File: config.mk
export PLATFORM = sky130hd
export DESIGN_NAME = fetch_sequencer
export DESIGN_NICKNAME = d
export VERILOG_FILES = /design/src/rtl/fetch_pkg.sv /design/src/rtl/next_pc_sel.sv /design/src/rtl/fetch_sequencer.sv
export SDC_FILE = /design/constraint.sdc
export NUM_CORES = 1
export LEC_CHECK = 0
export CORE_ASPECT_RATIO = 1.1
export CORE_MARGIN = 1.5
export CORE_UTILIZATION = 35
export CTS_CLUSTER_SIZE = 12
export DETAILED_ROUTE_END_ITERATION = 16
export GPL_TIMING_DRIVEN = 0
export PLACE_DENSITY_LB_ADDON = 0.1
export REMOVE_ABC_BUFFERS = 1
export SLEW_MARGIN = 20
export SYNTH_ARGS = -nofsm -noshare
export SYNTH_HDL_FRONTEND = slang
export SYNTH_SLANG_ARGS = --single-unit
File: constraint.sdc
create_clock -name clk -period 3.8 [get_ports clk]
set_input_delay 0.57 -clock clk [delete_from_list [all_inputs] [get_ports clk]]
set_output_delay 0.57 -clock clk [all_outputs]
set_load 0.02 [all_outputs]
File: src/rtl/fetch_pkg.sv
// Shared types and constants for the fetch-side PC sequencer.
package fetch_pkg;

  typedef enum logic [1:0] {
    StBoot,
    StReq,
    StWaitRsp,
    StHold
  } fetch_state_e;

  typedef enum logic [1:0] {
    EpcPc,
    EpcInstPc,
    EpcRedirect
  } epc_src_e;

  localparam logic [31:0] DefaultResetVector = 32'h0000_0000;
  localparam logic [31:0] DefaultExcVector   = 32'h8000_0180;
  localparam logic [31:0] PcInc              = 32'd4;

endpackage

File: src/rtl/next_pc_sel.sv
// Resolves exception/redirect priority into a single fetch target and epc source.
module next_pc_sel
  import fetch_pkg::*;
#(
  parameter logic [31:0] EXC_VECTOR = DefaultExcVector
) (
  input  logic        en_i,
  input  logic        in_hold_i,
  input  logic        exc_valid_i,
  input  logic        redirect_valid_i,
  input  logic [31:0] redirect_pc_i,
  output logic [31:0] target_o,
  output logic        take_event_o,
  output logic        epc_we_o,
  output logic [1:0]  epc_src_o,
  output logic        addr_err_o
);

  logic misaligned;
  assign misaligned = (redirect_pc_i[1:0] != 2'b00);

  always_comb begin
    target_o     = redirect_pc_i;
    take_event_o = 1'b0;
    epc_we_o     = 1'b0;
    epc_src_o    = EpcPc;
    addr_err_o   = 1'b0;
    if (en_i) begin
      if (exc_valid_i) begin
        take_event_o = 1'b1;
        target_o     = EXC_VECTOR;
        epc_we_o     = 1'b1;
        epc_src_o    = in_hold_i ? EpcInstPc : EpcPc;
      end else if (redirect_valid_i) begin
        take_event_o = 1'b1;
        // A misaligned target is promoted to an exception that reports the bad target.
        if (misaligned) begin
          target_o   = EXC_VECTOR;
          epc_we_o   = 1'b1;
          epc_src_o  = EpcRedirect;
          addr_err_o = 1'b1;
        end
      end
    end
  end

endmodule

File: src/rtl/fetch_sequencer.sv
// Owns the PC: one outstanding imem request, holds the fetched word for decode,
// applies exception/redirect events and drops responses made stale by them.
module fetch_sequencer
  import fetch_pkg::*;
#(
  parameter logic [31:0] RESET_VECTOR = DefaultResetVector,
  parameter logic [31:0] EXC_VECTOR   = DefaultExcVector
) (
  input  logic        clk,
  input  logic        reset_n,
  output logic        imem_req_valid,
  input  logic        imem_req_ready,
  output logic [31:0] imem_addr,
  input  logic        imem_rsp_valid,
  input  logic [31:0] imem_rsp_data,
  output logic        inst_valid,
  input  logic        inst_ready,
  output logic [31:0] inst_data,
  output logic [31:0] inst_pc,
  input  logic        redirect_valid,
  input  logic [31:0] redirect_pc,
  input  logic        exc_valid,
  output logic [31:0] epc,
  output logic        addr_err
);

  fetch_state_e state_q, state_d;
  logic [31:0]  pc_q, pc_d;
  logic [31:0]  inst_data_q, inst_data_d;
  logic [31:0]  inst_pc_q, inst_pc_d;
  logic         inst_valid_q, inst_valid_d;
  logic [31:0]  epc_q, epc_d;
  logic         addr_err_q, addr_err_d;
  logic         stale_q, stale_d;

  logic [31:0]  ev_target;
  logic         ev_take, ev_epc_we, ev_addr_err;
  logic [1:0]   ev_epc_src;
  logic         req_fire, rsp_fire;

  next_pc_sel #(
    .EXC_VECTOR (EXC_VECTOR)
  ) u_next_pc_sel (
    .en_i             (state_q != StBoot),
    .in_hold_i        (state_q == StHold),
    .exc_valid_i      (exc_valid),
    .redirect_valid_i (redirect_valid),
    .redirect_pc_i    (redirect_pc),
    .target_o         (ev_target),
    .take_event_o     (ev_take),
    .epc_we_o         (ev_epc_we),
    .epc_src_o        (ev_epc_src),
    .addr_err_o       (ev_addr_err)
  );

  assign req_fire = (state_q == StReq) && imem_req_ready;
  assign rsp_fire = (state_q == StWaitRsp) && imem_rsp_valid;

  always_comb begin
    state_d      = state_q;
    pc_d         = pc_q;
    inst_data_d  = inst_data_q;
    inst_pc_d    = inst_pc_q;
    inst_valid_d = inst_valid_q;
    epc_d        = epc_q;
    addr_err_d   = 1'b0;
    stale_d      = stale_q;

    unique case (state_q)
      StBoot: state_d = StReq;
      StReq: begin
        if (ev_take) pc_d = ev_target;
        if (req_fire) begin
          state_d = StWaitRsp;
          // The old address is already in flight; its response must be dropped.
          if (ev_take) stale_d = 1'b1;
        end
      end
      StWaitRsp: begin
        if (ev_take) begin
          pc_d = ev_target;
          if (rsp_fire) begin
            stale_d = 1'b0;
            state_d = StReq;
          end else begin
            stale_d = 1'b1;
          end
        end else if (rsp_fire) begin
          if (stale_q) begin
            stale_d = 1'b0;
            state_d = StReq;
          end else begin
            inst_data_d  = imem_rsp_data;
            inst_pc_d    = pc_q;
            pc_d         = pc_q + PcInc;
            inst_valid_d = 1'b1;
            state_d      = StHold;
          end
        end
      end
      StHold: begin
        if (ev_take) begin
          inst_valid_d = 1'b0;
          pc_d         = ev_target;
          state_d      = StReq;
        end else if (inst_ready) begin
          inst_valid_d = 1'b0;
          state_d      = StReq;
        end
      end
      default: state_d = StBoot;
    endcase

    if (ev_take) addr_err_d = ev_addr_err;
    if (ev_epc_we) begin
      unique case (ev_epc_src)
        EpcInstPc:   epc_d = inst_pc_q;
        EpcRedirect: epc_d = redirect_pc;
        default:     epc_d = pc_q;
      endcase
    end
  end

  always_ff @(posedge clk or negedge reset_n) begin
    if (!reset_n) begin
      state_q      <= StBoot;
      pc_q         <= RESET_VECTOR;
      inst_data_q  <= 32'h0;
      inst_pc_q    <= 32'h0;
      inst_valid_q <= 1'b0;
      epc_q        <= 32'h0;
      addr_err_q   <= 1'b0;
      stale_q      <= 1'b0;
    end else begin
      state_q      <= state_d;
      pc_q         <= pc_d;
      inst_data_q  <= inst_data_d;
      inst_pc_q    <= inst_pc_d;
      inst_valid_q <= inst_valid_d;
      epc_q        <= epc_d;
      addr_err_q   <= addr_err_d;
      stale_q      <= stale_d;
    end
  end

  assign imem_req_valid = (state_q == StReq);
  assign imem_addr      = pc_q;
  assign inst_valid     = inst_valid_q;
  assign inst_data      = inst_data_q;
  assign inst_pc        = inst_pc_q;
  assign epc            = epc_q;
  assign addr_err       = addr_err_q;

endmodule

After elaboration in Yosys (flattened, before gate mapping)
Cells that the tools add are included.
W data, S select, Z words.
{"block": "classes", "n_addsub": 1, "eq_ne": 14, "mux": 45, "n_bitwise": 2, "reduce_logical": 14}
{"op": "$mux W32", "n": 8}
{"op": "$pmux W32 S2", "n": 2}
{"op": "$add A32 B3 Y32 const B", "n": 1}
{"op": "$mux W2", "n": 11}
{"op": "$mux W1", "n": 21}
{"op": "$reduce_and A4 Y1", "n": 3}
{"op": "$reduce_bool A2 Y1", "n": 5}
{"op": "$ne A3 B3 Y1 const B", "n": 3}
{"op": "$pmux W2 S4", "n": 1}
{"op": "$eq A2 B2 Y1 const B", "n": 3}
{"op": "$ne A2 B1 Y1 const B", "n": 3}
{"op": "$ne A2 B2 Y1 const B", "n": 3}
{"op": "$reduce_and A5 Y1", "n": 1}
{"op": "$eq A2 B1 Y1 const B", "n": 2}
{"op": "$pmux W1 S2", "n": 2}
{"op": "$reduce_and A3 Y1", "n": 1}
{"op": "$logic_and A1 B1 Y1", "n": 2}
{"op": "$logic_not A2 Y1", "n": 1}
{"op": "$not A1 Y1", "n": 2}
{"op": "$reduce_or A2 Y1", "n": 1}
{"block": "word_totals", "regBits": 133, "in_bits": 71, "output_inout_bits": 131, "wordCells": 84}

Depth between registers and ports, before layout
Gate-level depths: netlist of the first run.
{"block": "depth", "word_depth": 7, "mapped_depth": 11, "mapped_depth_nobuf": 9}

Cells and area by module
From an unflattened synthesis of the first run, not the netlist that was laid out.
{"block": "hier_totals", "hier_cells": 661, "area_unflattened_um2": 7119.3}
{"mod": "fetch_sequencer", "n_inst": 1, "cells_each": 614, "area_per_inst_um2": 6779.0, "seq_area_each_um2": 3328.2}
{"mod": "next_pc_sel", "n_inst": 1, "cells_each": 47, "area_per_inst_um2": 340.3, "seq_area_each_um2": 0.0}

Worst setup path after synthesis of the first run
No wires, ideal clock.
{"block": "synth_path", "path_kind": "register -> register", "start": "register state_q[0]", "end": "register epc_q[20] (netlist: epc[20])", "setup_time_ns": 0.135, "t_arrival_ns": 2.058, "required_time_ns": 3.665, "setup_slack_ns": 1.607, "stages_incl_launch_ff": 11, "n_path_buf": 2, "synth_period_minus_slack_ns": 2.193, "path_cell_list": "dfrtp_1 -> inv_1 -> ha_1 -> nor3_1 -> inv_1 -> ha_1 -> clkbuf_1 -> buf_1 -> nor2_1 -> a21oi_1 -> o21ai_0"}
{"block": "synth_between", "elab_chain_len": 6, "word_cells_on_any_way": 9, "cone_classes": "3 x eq/ne; 5 x mux; 1 x reduce/logical"}
{"element": "start, declared", "line": "fetch_sequencer.sv:27", "rtl": "fetch_state_e state_q, state_d;"}
{"element": "start signal, assigned", "line": "fetch_sequencer.sv:126", "rtl": "state_q <= StBoot;"}
{"element": "start signal, assigned", "line": "fetch_sequencer.sv:135", "rtl": "state_q <= state_d;"}
{"element": "$eq A2 B2 Y1", "line": "fetch_sequencer.sv:45", "rtl": ".in_hold_i (state_q == StHold),"}
{"element": "$mux W1", "line": "next_pc_sel.sv:33", "rtl": "epc_src_o = in_hold_i ? EpcInstPc : EpcPc;"}
{"element": "$mux W2", "line": "next_pc_sel.sv:29", "rtl": "if (exc_valid_i) begin"}
{"element": "$mux W2", "line": "next_pc_sel.sv:28", "rtl": "if (en_i) begin"}
{"element": "$eq A2 B2 Y1 or $eq A2 B1 Y1 (tied branches)", "line": "fetch_sequencer.sv:116", "rtl": "unique case (ev_epc_src)"}
{"element": "$pmux W32 S2", "line": "fetch_sequencer.sv:116"}
{"element": "end signal, assigned", "line": "fetch_sequencer.sv:140", "rtl": "epc_q <= epc_d;"}
{"element": "end, declared", "line": "fetch_sequencer.sv:32", "rtl": "logic [31:0] epc_q, epc_d;"}
Parallel ways exist; a longest one is shown, timed or not.
A chain may end at the register's enable or synchronous reset.

Worst setup path after layout of the first run
{"block": "layout_path", "start": "register state_q[1]", "end": "register pc_q[30] (netlist: imem_addr[30])"}
{"block": "layout_between", "elab_chain_len": 4, "word_cells_on_any_way": 16, "cone_classes": "6 x eq/ne; 5 x mux; 5 x reduce/logical"}
{"element": "$eq A2 B1 Y1 (tied with other cells)", "line": "fetch_sequencer.sv:69", "rtl": "unique case (state_q)"}
{"element": "$reduce_or A2 Y1 (no source line) (tied with other cells)"}
{"element": "$ne A2 B1 Y1 (no source line) (tied with other cells)"}
{"element": "$reduce_and A4 Y1 (no source line) or $pmux W32 S2 (tied branches)"}
{"element": "end signal, assigned", "line": "fetch_sequencer.sv:136", "rtl": "pc_q <= pc_d;"}
{"element": "end, declared", "line": "fetch_sequencer.sv:28", "rtl": "logic [31:0] pc_q, pc_d;"}
Parallel ways exist; a longest one is shown, timed or not. The select of a mux whose other input is x is not followed.

==> reports/qor.yml, run 1 <==
htreeDepth: 4
final-max-slew-violation-count: 0
synth.area.top_cells: "dfrtp_1 51%, mux2_2 11%, a21oi_1 6.2%"
cp_max_fo: 13
start_util_pct: 35.73
final_cells: 1077
status: "completed"
power.switching_mw: 3.295
p_seq_share_pct: 31.1
min_period_ns: 2.777
cp-startpoint: "state_q[1]$_DFFE_PN0P_"
synthArstFlopShare_pct: 100.0
synth_top_area_share_pct: 50.59
clk_pin_slew_worst_paths_ns: 0.06
synth.largest_area_cell: "dfrtp_1"
met2WireLength_um: 9420
layout.nets: 901
core_um2: 18410
drv_cap: 0
highest_layer: "met4"
via_per_inst: 5.357
setup_violations: 0
synthTopCellsByCount: "133 x dfrtp_1, 81 x a21oi_1, 64 x mux2_2"
slowest_delay_ns: 0.63
cp_cell_sequence: "inv_1 -> ha_1 -> o21ba_2 -> nor3_2 -> buf_4 -> and3_2 -> a31oi_1 -> o22a_1"
die_w_um: 133.7
synthCells: 648
grt_pass1_vias: 5828
antenna_found_initial: 0
cp-end-kind: "flip-flop"
startpoint_type: "flip-flop"
ant_nets: 0
io_pins: 202
synth_seq_area_share_pct: 50.59
comb_power_share_pct: 47.6
remaining_drc_errors: 0
wl_met1_um: 8067
max_freq_ghz: 0.3601
cts_sinks: 133
grt_use_total_pct: 20.10
p_int_mw: 4.883
synth_flop_cell: "dfrtp_1"
ys_types: 48
skew_ns: 0.009020
final_area_um2: 9418
dr.pass1.iters: 5
p_sw_share_pct: 40.29
synth_most_common_cell: "dfrtp_1"
numCtsBuffers: 17
cp.required_ns: 4.11
cts.repair.resized: 0
timing.rr.start: "state_q[1]$_DFFE_PN0P_"
die_h_um: 146.8
rows: 52
cts_tree: "built"
dr_total_vias: 5770
routedWlPerCell_um: 17.92
grt_setup_unrepaired: "false"
crit_type: "reg -> reg"
insertion_delay_ns: 0.42
min_path_type: "in -> async"
cts_buffer_depth: 2
wl_met3_um: 1488
powerDensity_nw_per_um2: 868.4
ir_drop_mv: 0.3679
synth_area_um2: 6579
initialDrtViolationCount: 369
critPathSlowestCell: "nor3_2"
post-dp-hpwl_um: 13040
power_frac_clock_pct: 21.2
cts_setup_buffers: 0
clock-root-buffer: "clkbuf_16"
dp.cells: 1045
hold_violations: 0
post-route-period-util_pct: 73.07
nFillCells: 1678
final_core_util_pct: 51.15
leakagePower_nw: 3.910
syn_to_final_growth_pct: 43.15
worstPathArrival_ns: 3.08
grt_overflow: 0
p_total_mw: 8.178
slew_headroom_pct: 46.19
synth-warning-count: 0
drive_gt1_share_pct: 14.75
tightestPinTransition_ns: 0.8027
synth_edf_count: 0
post_dp_cell_area_um2: 8795
grt_pass1_wl_um: 31420
gp_congestion: 0.7704
routed_wirelength_um: 19300
die-area_um2: 19630
postSynthAreaPerCell_um2: 10.15
fin_setup_tns_ns: 0
hold_buffers: 0
diodes: 0
grt_max_degree: 80
io_buffers: 201
ys_ff_latch: 133
## power by group through the flow
| stage | clock (mW) | combinational [mW] | sequential (mW) |
|---|---|---|---|
| after floorplan | 0 | 1.50 | 3.09 |
| after global placement | 0 | 3.79 | 2.53 |
| after detailed placement | 0 | 3.93 | 2.56 |
| after CTS | 1.78 | 3.95 | 2.54 |
| after global routing | 1.84 | 4.23 | 2.64 |
| final | 1.74 | 3.90 | 2.55 |
## worst max-delay path: cells and delay by family (launching register included)
kind	cells	cell delay, ns
AO/OA/AOI/OAI	3	0.57
adder cells (fa/ha/maj)	1	0.30
flip-flops	1	0.40
buffers and inverters	2	0.48
AND/OR/NAND/NOR	2	0.93
## state kept, by name, summed over array words and instances, names as in the netlist
signal,flops
epc,32
imem_addr,32
inst_data,32
inst_pc,32
state_q,2
addr_err,1
inst_valid,1
stale_q,1
## routing by layer
layer | vias to the layer above | track usage (%)
li1 | 2714 | -
met1 | 2825 | 24.53
met2 | 202 | 33.04
met3 | 29 | 6.798
met4 | 0 | 7.228
met5 | - | 0
## cells by family after synthesis
logic type      count (synthesis)  synth area share (%)
simple gates                  161                 11.66
fa+ha+maj                       9                 1.712
compound gates                216                 20.05
mux                            64                 10.95
flops                         133                 50.59
buf+inv                        65                 5.040
## stage by stage
stage / hold WS (ns) / setup WS, ns
after floorplan: 0.2744 / -0.5160
after global placement: 0.4601 / -3.456
after detailed placement: 0.4708 / 0.7442
after CTS: 0.08050 / 1.073
after global routing: 0.09258 / 0.8622
final: 0.07208 / 1.023
## layout by cell type (no fill, tap or decap), drive strengths merged, types with 6 or more instances in the layout
cell,n
clkbuf,19
ha,9
and4,6
inv,15
mux2,64
o21ai,51
o22a,15
nand4,7
a22oi,33
a21oi,81
nor3,12
buf,9
clkdlybuf4s50,200
dfrtp,133
a31oi,13
nor2,54
nand2,49
nand3,21
## layout make-up
type                       instances  area [um2]  area share, %
clock buffer                      19       452.9          4.809
tap                              243       304.0          3.228
multi-input combinational        450        2973          31.57
sequential                       133        3328          35.34
timing repair buffer             209        2152          22.85
clock inverter                    13       170.2          1.807
inverter                          10       37.54         0.3986
## path summary, 6_finish.rpt
check                                                  to  slack, ns  cells after the start
worst max register to register  imem_addr[30]$_DFFE_PN0P_       1.02                      8
worst max-delay path            imem_addr[30]$_DFFE_PN0P_       1.02                      8
worst min register to register        epc[24]$_DFFE_PN0P_       0.47                      2
worst min-delay path              inst_pc[17]$_DFFE_PN0P_       0.07                      1
max in group asynchronous        imem_addr[8]$_DFFE_PN0P_       2.97                      2
min in group clk                      epc[24]$_DFFE_PN0P_       0.47                      2
No activity file was read; power rests on OpenSTA's default activity.
==> run 2, diff against run 1 <==
==> constraint.sdc (replaced) <==
create_clock -name clk -period 2.85 [get_ports clk]
set_input_delay 0.4275 -clock clk [delete_from_list [all_inputs] [get_ports clk]]
set_output_delay 0.4275 -clock clk [all_outputs]
set_load 0.02 [all_outputs]
==> run 2 against run 1 <==
Net effect: routed wire length hardly changed; final cell count about the same; via count grew 0.43%; clock-buffer cell count did not move; critical path depth shrank 5; combinational power up 34%; setup slack worse by 0.78 ns; clock power up 33%; die area is the same; critical endpoint is now imem_req_valid; largest cell class unchanged.
==> reports/qor.yml, run 2 (synthesized netlist as in run 1, its figures left out) <==
remaining_drc_errors: 0
via_per_inst: 5.376
tightestPinTransition_ns: 0.7691
grt_max_degree: 80
holdWs_ns: 0.4738
gp_congestion: 0.7704
nFillCells: 1677
io_buffers: 201
numCtsBuffers: 17
die_h_um: 146.8
routed_wirelength_um: 19310
layout.nets: 902
drv_cap: 0
core_um2: 18410
routedWlPerCell_um: 17.91
ir_drop_mv: 0.4911
initialDrtViolationCount: 409
worst_slack_ns: 0.2461
status: "completed"
htreeDepth: 4
powerDensity_nw_per_um2: 1157
final-max-slew-violation-count: 0
diodes: 0
crit_type: "reg -> out"
grt_overflow: 0
slew_headroom_pct: 48.73
antenna_found_initial: 0
clk_pin_slew_worst_paths_ns: 0.06
die_w_um: 133.7
grt_setup_unrepaired: "false"
leakagePower_nw: 3.916
most-common-layout-cells: "200 x clkdlybuf4s50_1, 133 x dfrtp_1, 81 x a21oi_1"
cp.required_ns: 2.42
dr.pass1.iters: 5
post-route-period-util_pct: 91.37
cts_buffer_depth: 2
skew_ns: 0.009015
ant_nets: 0
rows: 52
grt_pass1_vias: 5828
grt_use_total_pct: 20.10
start_util_pct: 35.73
startpoint_type: "flip-flop"
insertion_delay_ns: 0.42
min_path_type: "reg -> reg"
min_period_ns: 2.604
syn_to_final_growth_pct: 43.51
io_pins: 202
dr_total_vias: 5795
layout_commonest_cell: "clkdlybuf4s50_1"
max_freq_ghz: 0.3840
die-area_um2: 19630
cts_tree: "built"
worstPathArrival_ns: 2.18
cp-end-kind: "output pin"
setup_violations: 0
hold_violations: 0
drive_gt1_share_pct: 14.97
cts_sinks: 133
grt_pass1_wl_um: 31420
post-dp-hpwl_um: 13040
cp_max_fo: 11
clock-root-buffer: "clkbuf_16"
dpl_worst_slack_ns: -0.06333
-- run 2: changes by cell type in the layout (fill, tap and decap cells not counted) --
cell | previous run | this run
o32a_1 | 3 | 2
nor4b_1 | 1 | 0
nor3_2 | 1 | 0
dlygate4sd3_1 | 0 | 1
nor3_4 | 0 | 1
o32a_2 | 0 | 1
nor4b_2 | 0 | 1
-- run 2: path summary, 6_finish.rpt --
check                                       start  cells after the start                       end  slack, ns
setup / recovery           state_q[1]$_DFFE_PN0P_                      3            imem_req_valid       0.25
hold / removal                epc[24]$_DFFE_PN0P_                      2       epc[24]$_DFFE_PN0P_       0.47
setup reg to reg           state_q[0]$_DFFE_PN0P_                      8       epc[26]$_DFFE_PN0P_       0.27
hold reg to reg               epc[24]$_DFFE_PN0P_                      2       epc[24]$_DFFE_PN0P_       0.47
max in group asynchronous                 reset_n                      3  imem_addr[8]$_DFFE_PN0P_       1.56
min in group asynchronous                 reset_n                      2   inst_pc[17]$_DFFE_PN0P_       0.53
-- run 2: where the power goes --
| group | switching, mW | internal [mW] |
|---|---|---|
| clock network | 0.879 | 1.44 |
| registers | 0.749 | 2.64 |
| logic | 2.77 | 2.44 |
| total | 4.40 | 6.52 |
-- run 2: stage by stage --
| step | setup TNS, ns | util (%) | power [mW] | instance area [um2] | std cells |
|---|---|---|---|---|---|
| after floorplan | -45.97 | - | 6.129 | 6285 | 593 |
| after global placement | -770.38 | 46.71 | 8.413 | 8601 | 1037 |
| final | 0 | 51.28 | 10.92 | 9442 | 1078 |
| after detailed placement | -0.1925 | 47.76 | 8.648 | 8795 | 1045 |
| after global routing | 0 | 51.28 | 11.63 | 9442 | 1078 |
| after CTS | 0 | 51.20 | 11.03 | 9428 | 1078 |
-- run 2: critical path, cell delays in order, from the launching register on --
cell and delay [ns]:
dfrtp_1 0.40, inv_1 0.16, ha_1 0.48, clkdlybuf4s50_1 0.73
-- run 2: layout make-up --
cell class | instances | area [um2] | area share [%]
Clock inverter | 13 | 170.2 | 1.802
Timing Repair Buffer | 210 | 2162 | 22.90
Inverter | 10 | 37.54 | 0.3976
Sequential cell | 133 | 3328 | 35.25
Multi-Input combinational cell | 450 | 2987 | 31.63
Tap cell | 243 | 304.0 | 3.220
Clock buffer | 19 | 452.9 | 4.797
-- run 2: what timing repair did --
action	4_1_cts	5_1_grt
hold endpoints to repair	54	0
setup buffers	0	0
gates resized for setup	0	3
setup endpoints to repair	0	13
hold buffers	1	0
-- run 2: metal layers --
metal  GRT usage [%]  wire (um)  vias up
met3           6.763       1482       34
met1           24.55       8072     2828
met5               0          0        -
li1                -          -     2718
met2           33.04       9390      215
met4           7.228        360        0
